--- src/rtl/window_3x3_gen.sv ---
// Raster pixel stream to 3x3 neighbourhood generator for the median filter stage.
// Latency: window for accepted pixel (R,C) appears the following cycle centred at (R-1,C-1).
// No backpressure: every accepted pixel is consumed; in_valid gaps simply stall all state.
//
// Ports:
//   clk, rst         : rising-edge clock, asynchronous active-high reset
//   in_valid/in_sof  : pixel strobe; sof (qualified by valid) forces the pixel to (0,0)
//   in_pixel         : raster-order pixel value
//   out_valid        : one-cycle pulse per interior window
//   out_win          : 3x3 window, slice [PIX_W*(3*i+j) +: PIX_W] = pixel (r-1+i, c-1+j)
//   out_row/out_col  : centre coordinates of out_win
//   frame_done       : pulses with the last window of a frame
module window_3x3_gen #(
    parameter int IMG_W = 100,
    parameter int IMG_H = 100,
    parameter int PIX_W = 8
) (
    input  logic                     clk,
    input  logic                     rst,
    input  logic                     in_valid,
    input  logic                     in_sof,
    input  logic [PIX_W-1:0]         in_pixel,
    output logic                     out_valid,
    output logic [9*PIX_W-1:0]       out_win,
    output logic [$clog2(IMG_H)-1:0] out_row,
    output logic [$clog2(IMG_W)-1:0] out_col,
    output logic                     frame_done
);

    localparam int COL_W = $clog2(IMG_W);
    localparam int ROW_W = $clog2(IMG_H);

    localparam logic [COL_W-1:0] LAST_COL = COL_W'(IMG_W - 1);
    localparam logic [ROW_W-1:0] LAST_ROW = ROW_W'(IMG_H - 1);

    localparam logic [0:0] ST_FILL   = 1'b0;
    localparam logic [0:0] ST_STREAM = 1'b1;

    logic [COL_W-1:0]   r_col;
    logic [ROW_W-1:0]   r_row;
    logic [0:0]         r_state;

    // Line buffers: lb0 = previous row, lb1 = row before that. Not reset;
    // rows 0 and 1 of every frame refill them before any window is emitted.
    logic [PIX_W-1:0]   r_lb0 [IMG_W];
    logic [PIX_W-1:0]   r_lb1 [IMG_W];

    // Two most recent window columns, packed top/mid/bottom from LSB up.
    logic [3*PIX_W-1:0] r_win_c0;
    logic [3*PIX_W-1:0] r_win_c1;

    logic [COL_W-1:0]   w_col;
    logic [ROW_W-1:0]   w_row;
    logic [PIX_W-1:0]   w_lb0_q;
    logic [PIX_W-1:0]   w_lb1_q;
    logic [3*PIX_W-1:0] w_win_c2;
    logic [9*PIX_W-1:0] w_win;
    logic               w_last_pix;
    logic               w_emit;

    // A start-of-frame pixel is position (0,0) regardless of where the counters are.
    assign w_col = in_sof ? '0 : r_col;
    assign w_row = in_sof ? '0 : r_row;

    // Read-before-write: these return the values stored before this pixel's write.
    assign w_lb0_q  = r_lb0[w_col];
    assign w_lb1_q  = r_lb1[w_col];
    assign w_win_c2 = {in_pixel, w_lb0_q, w_lb1_q};

    assign w_last_pix = (w_row == LAST_ROW) && (w_col == LAST_COL);

    // STREAM covers rows >= 2 (col 0 of row 2 is still FILL, but col < 2 never
    // emits). The col >= 2 gate keeps columns of the previous row out of the window.
    assign w_emit = in_valid && !in_sof && (r_state == ST_STREAM) && (w_col >= COL_W'(2));

    always_comb begin
        w_win = '0;
        for (int i = 0; i < 3; i++) begin
            w_win[PIX_W*(3*i+0) +: PIX_W] = r_win_c0[PIX_W*i +: PIX_W];
            w_win[PIX_W*(3*i+1) +: PIX_W] = r_win_c1[PIX_W*i +: PIX_W];
            w_win[PIX_W*(3*i+2) +: PIX_W] = w_win_c2[PIX_W*i +: PIX_W];
        end
    end

    always_ff @(posedge clk) begin
        if (in_valid) begin
            r_lb1[w_col] <= w_lb0_q;
            r_lb0[w_col] <= in_pixel;
        end
    end

    always_ff @(posedge clk or posedge rst) begin
        if (rst) begin
            r_col      <= '0;
            r_row      <= '0;
            r_state    <= ST_FILL;
            r_win_c0   <= '0;
            r_win_c1   <= '0;
            out_valid  <= 1'b0;
            frame_done <= 1'b0;
            out_win    <= '0;
            out_row    <= '0;
            out_col    <= '0;
        end else begin
            out_valid  <= w_emit;
            frame_done <= w_emit && w_last_pix;
            if (in_valid) begin
                r_win_c0 <= r_win_c1;
                r_win_c1 <= w_win_c2;

                if (w_col == LAST_COL) begin
                    r_col <= '0;
                    r_row <= (w_row == LAST_ROW) ? '0 : w_row + 1'b1;
                end else begin
                    r_col <= w_col + 1'b1;
                    r_row <= w_row;
                end

                if (in_sof || w_last_pix) begin
                    r_state <= ST_FILL;
                end else if ((w_row == ROW_W'(2)) && (w_col == '0)) begin
                    r_state <= ST_STREAM;
                end

                if (w_emit) begin
                    out_win <= w_win;
                    out_row <= w_row - 1'b1;
                    out_col <= w_col - 1'b1;
                end
            end
        end
    end

endmodule

--- config.mk ---
export PLATFORM = sky130hd
export DESIGN_NAME = window_3x3_gen
export DESIGN_NICKNAME = d
export VERILOG_FILES = /design/src/rtl/window_3x3_gen.sv
export SDC_FILE = /design/constraint.sdc
export NUM_CORES = 2
export LEC_CHECK = 0
export CAP_MARGIN = 20
export CELL_PAD_IN_SITES_DETAIL_PLACEMENT = 0
export CELL_PAD_IN_SITES_GLOBAL_PLACEMENT = 1
export CORE_UTILIZATION = 40
export DETAILED_ROUTE_END_ITERATION = 16
export GPL_TIMING_DRIVEN = 1
export HOLD_SLACK_MARGIN = 0.1
export PLACE_DENSITY_LB_ADDON = 0.1
export SYNTH_ARGS = -nofsm -noshare
export SYNTH_HDL_FRONTEND = slang
export SYNTH_SLANG_ARGS = --single-unit
--- constraint.sdc ---
create_clock -name clk -period 6.1 [get_ports clk]
set_input_delay 0.61 -clock clk [delete_from_list [all_inputs] [get_ports clk]]
set_output_delay 0.61 -clock clk [all_outputs]
set_load 0.02 [all_outputs]
==> flow_summary_export.csv <==
group,metric,value,unit
floorplanning,num_rows,151,
floorplanning,ios,100,
power_and_ir_drop,finalPower,28.1,mW
synthesis,yosysWarnings,0,
power_and_ir_drop,irDropWorstVdd,0.314,mV
floorplanning,dieArea,174000,µm²
detailed_routing,wl_per_cell,35.4,µm
place,place_congestion,0.898,
synthesis,ys.flop_type,"edfxtp_1",
clock_network,numCtsBuffers,187,
detailed_routing,routed_wl,247000,µm
job,maxCapViolCount,0,
clock_network,clkTransAtPathRegs,0.06,ns
grt,grt_max_degree,101,
sta,period_share,90.2,%
synthesis,syn_avg_cell_area,16.0,µm²
synthesis,synth-seq-cells,1751,
clock_network,clk_latency,0.84,ns
clock_network,holdBufCountCts,0,
critical_path,critPathLaunchType,"register",
sta,timing_max_transition_violations_final,0,
detailed_routing,ant_nets,0,
power_and_ir_drop,pwr_density_cell,353,nW/µm²
sta,fin_setup_tns,0,ns
synthesis,netlist_area,68800,µm²
synthesis,synth_fp_nets,4303,
detailed_routing,via_per_inst,6.02,
sta,setup-violations-final,0,
detailed_routing,first_pass_iters,5,
place,placed_area,73800,µm²
grt,antenna_found_initial,13,
synthesis,async_flop_share,8.62,%
cells_and_area,area_delta_synth_final,15.7,%
sta,max_slew.worst_pin.slew,1.34,ns
synthesis,synth_edf_count,1600,
clock_network,cts.sinks,1751,
critical_path,cp-end-kind,"register",
run_status,status,"complete, no violations",
clock_network,h-tree-depth,4,
cells_and_area,drive_gt1_share,13.8,%
critical_path,path_class,"reg -> reg",
grt,grt_pass1_vias,40300,
cells_and_area,nFillCells,14800,
sta,finalCriticalPeriod,5.50,ns
sta,final_hold_viol_count,0,
clock_network,cts_setup_buffers,0,
detailed_routing,drt-initial-drc-count,5436,
floorplanning,chipHeight,417,µm
hold_path,hp-class,"in -> async",
synthesis,yosysUniqueCellTypes,83,
cells_and_area,utilization,46.8,%
critical_path,critPathMaxStageDelay,0.92,ns
cells_and_area,finalNetCount,4606,
place,dp_hpwl,154000,µm
floorplanning,fp.dieW,417,µm
sta,grt_setup_unrepaired,"false",
floorplanning,core_area,170000,µm²
place,io_buffers,99,
clock_network,cts_resized,0,
clock_network,root_buffer,"clkbuf_16",
detailed_routing,routed-via-count,41900,
critical_path,worst_ep_arrival_time,5.94,ns
power_and_ir_drop,power_leakage,28.0,nW
critical_path,slowest_stage,"dfrtp_4",
synthesis,synth-seq-area-share,75.4,%
sta,finalClockSkew,0.0372,ns
floorplanning,start_util,40.4,%
grt,grtUsageTotal,28.2,%
cells_and_area,final_cell_area,79500,µm²
critical_path,worstPathCellList,"buf_12 -> buf_4 -> buf_4 -> mux2i_1 -> o22ai_1 -> a2111oi_0 -> o22ai_1 -> o31ai_1 -> and3_1 -> clkinv_2 -> buf_4",
sta,hold_ws,0.216,ns
grt,grt_overflow,0,
sta,timing.fmax,0.182,GHz
clock_network,tritoncts,"yes",
detailed_routing,drc,0,
clock_network,cts.path.max_buffers,3,
critical_path,required,6.54,ns
synthesis,netlist_instances,4288,
critical_path,crit_top_cell,"buf_4",
sta,slew_headroom,10.3,%
critical_path,path_max_fanout,64,
grt,grt_first_pass_wirelength,339000,µm
[final timing paths]
check	startpoint	end	slack [ns]	cells past startpoint
min in group clk	in_valid	r_win_c1[0]$_DFFE_PP0P_	0.25	2
hold reg to reg	r_win_c0[23]$_DFFE_PP0P_	out_win[55]$_DFFE_PP0P_	0.46	2
setup / recovery	r_col[0]$_DFFE_PP0P_	r_lb1[82][5]$_DFFE_PP_	0.60	11
max in group asynchronous	rst	out_win[13]$_DFFE_PP0P_	4.72	3
hold / removal	rst	r_win_c1[20]$_DFFE_PP0P_	0.22	2
setup reg to reg	r_col[0]$_DFFE_PP0P_	r_lb1[82][5]$_DFFE_PP_	0.60	11
[power by group]
part	internal [mW]	switching, mW
Combinational	0.897	2.60
Sequential	13.6	0.152
Clock	6.13	4.67
Total	20.6	7.42
[worst max-delay path: cells and delay by family (launching register included)]
kind	cells	cell delay [ns]
muxes	1	0.23
buffers and inverters	5	1.53
and+or+nand+nor	1	0.37
AOI/OAI and AO/OA	4	1.85
DFF	1	0.92
[routing by layer]
| metal | vias up | GRT usage, % | part of all wire [%] |
|---|---|---|---|
| li1 | 17600 | - | - |
| met1 | 21900 | 39.6 | 42 |
| met2 | 2044 | 43.4 | 46 |
| met3 | 415 | 4.92 | 7.9 |
| met4 | 4 | 11.5 | 4.2 |
| met5 | - | 0 | 0.011 |
[through the flow]
step                      instances  worst slack (ns)
after floorplan                4288              1.43
after global placement         6608             0.593
after detailed placement       6617             0.763
after CTS                      6960             0.750
after global routing           6963             0.538
final                          6968             0.597
[layout by cell type, fill, tap and decap left out, types with 20 or more instances in the layout]
cell type	instances
a211oi_1	93
a21oi_1	94
a22o_1	70
a22oi_1	101
a32oi_1	22
buf_12	23
buf_4	275
clkbuf_1	63
clkbuf_16	191
clkdlybuf4s50_1	89
clkinv_1	48
clkinv_2	29
dfrtp_1	148
edfxtp_1	1600
mux2_2	61
mux2i_1	466
nand2_1	362
nor2_1	225
nor2b_1	20
o21ai_0	135
o221ai_1	29
o22ai_1	178
o2bb2ai_1	32
o31ai_1	21
[registers in the layout (all words and copies together) (netlist names), 7 cells and up]
name	count
r_lb1	800
r_col	7
r_win_c1	24
r_lb0	800
r_win_c0	24
out_col	7
r_row	7
out_row	7
out_win	72
[cell usage after synthesis, types with 12 or more instances]
master,count,share of area [%]
clkbuf_1,107,0.58
mux2_2,61,1.0
a311oi_1,13,0.17
buf_1,27,0.15
mux2i_1,466,6.8
a2111oi_0,12,0.15
buf_6,12,0.20
a21oi_1,94,0.68
nand3_1,13,0.095
edfxtp_1,1600,70
a22o_1,70,0.89
a221oi_1,13,0.17
buf_4,29,0.32
o21ai_0,136,0.99
nand3b_1,13,0.14
a22oi_1,101,1.1
buf_2,108,0.79
o2bb2ai_1,32,0.41
o221ai_1,29,0.37
o22ai_1,178,1.6
nor2b_1,24,0.22
nor2_1,233,1.3
o211ai_1,17,0.19
dfrtp_1,151,5.5
o311ai_0,14,0.18
nand2b_1,16,0.15
nand2_1,362,2.0
a211o_1,12,0.15
a211oi_1,93,1.0
a32oi_1,22,0.28
a31oi_1,14,0.13
o31ai_1,21,0.23
inv_1,24,0.13
o22a_1,17,0.22
[kinds of logic after synthesis]
kind of cell,synth area share (%)
multiplexers,7.88
buffers and inverters,2.19
XOR/XNOR,0.102
adder cells (fa/ha/maj),0.0546
AND/OR/NAND/NOR,4.45
flip-flops,75.4
AO/OA/AOI/OAI,9.97
[cell type report]
class	count	area, µm²	area share [%]
diodes	5	12.5	0.0157
clock buffers	259	5080	6.39
clock inverters	84	634	0.798
inverters	29	125	0.157
multi-input cells	2225	15600	19.6
flip-flops and latches	1751	51800	65.2
well taps	2218	2780	3.49
repair buffers	397	3500	4.40
(Power assumes the default switching activity.)
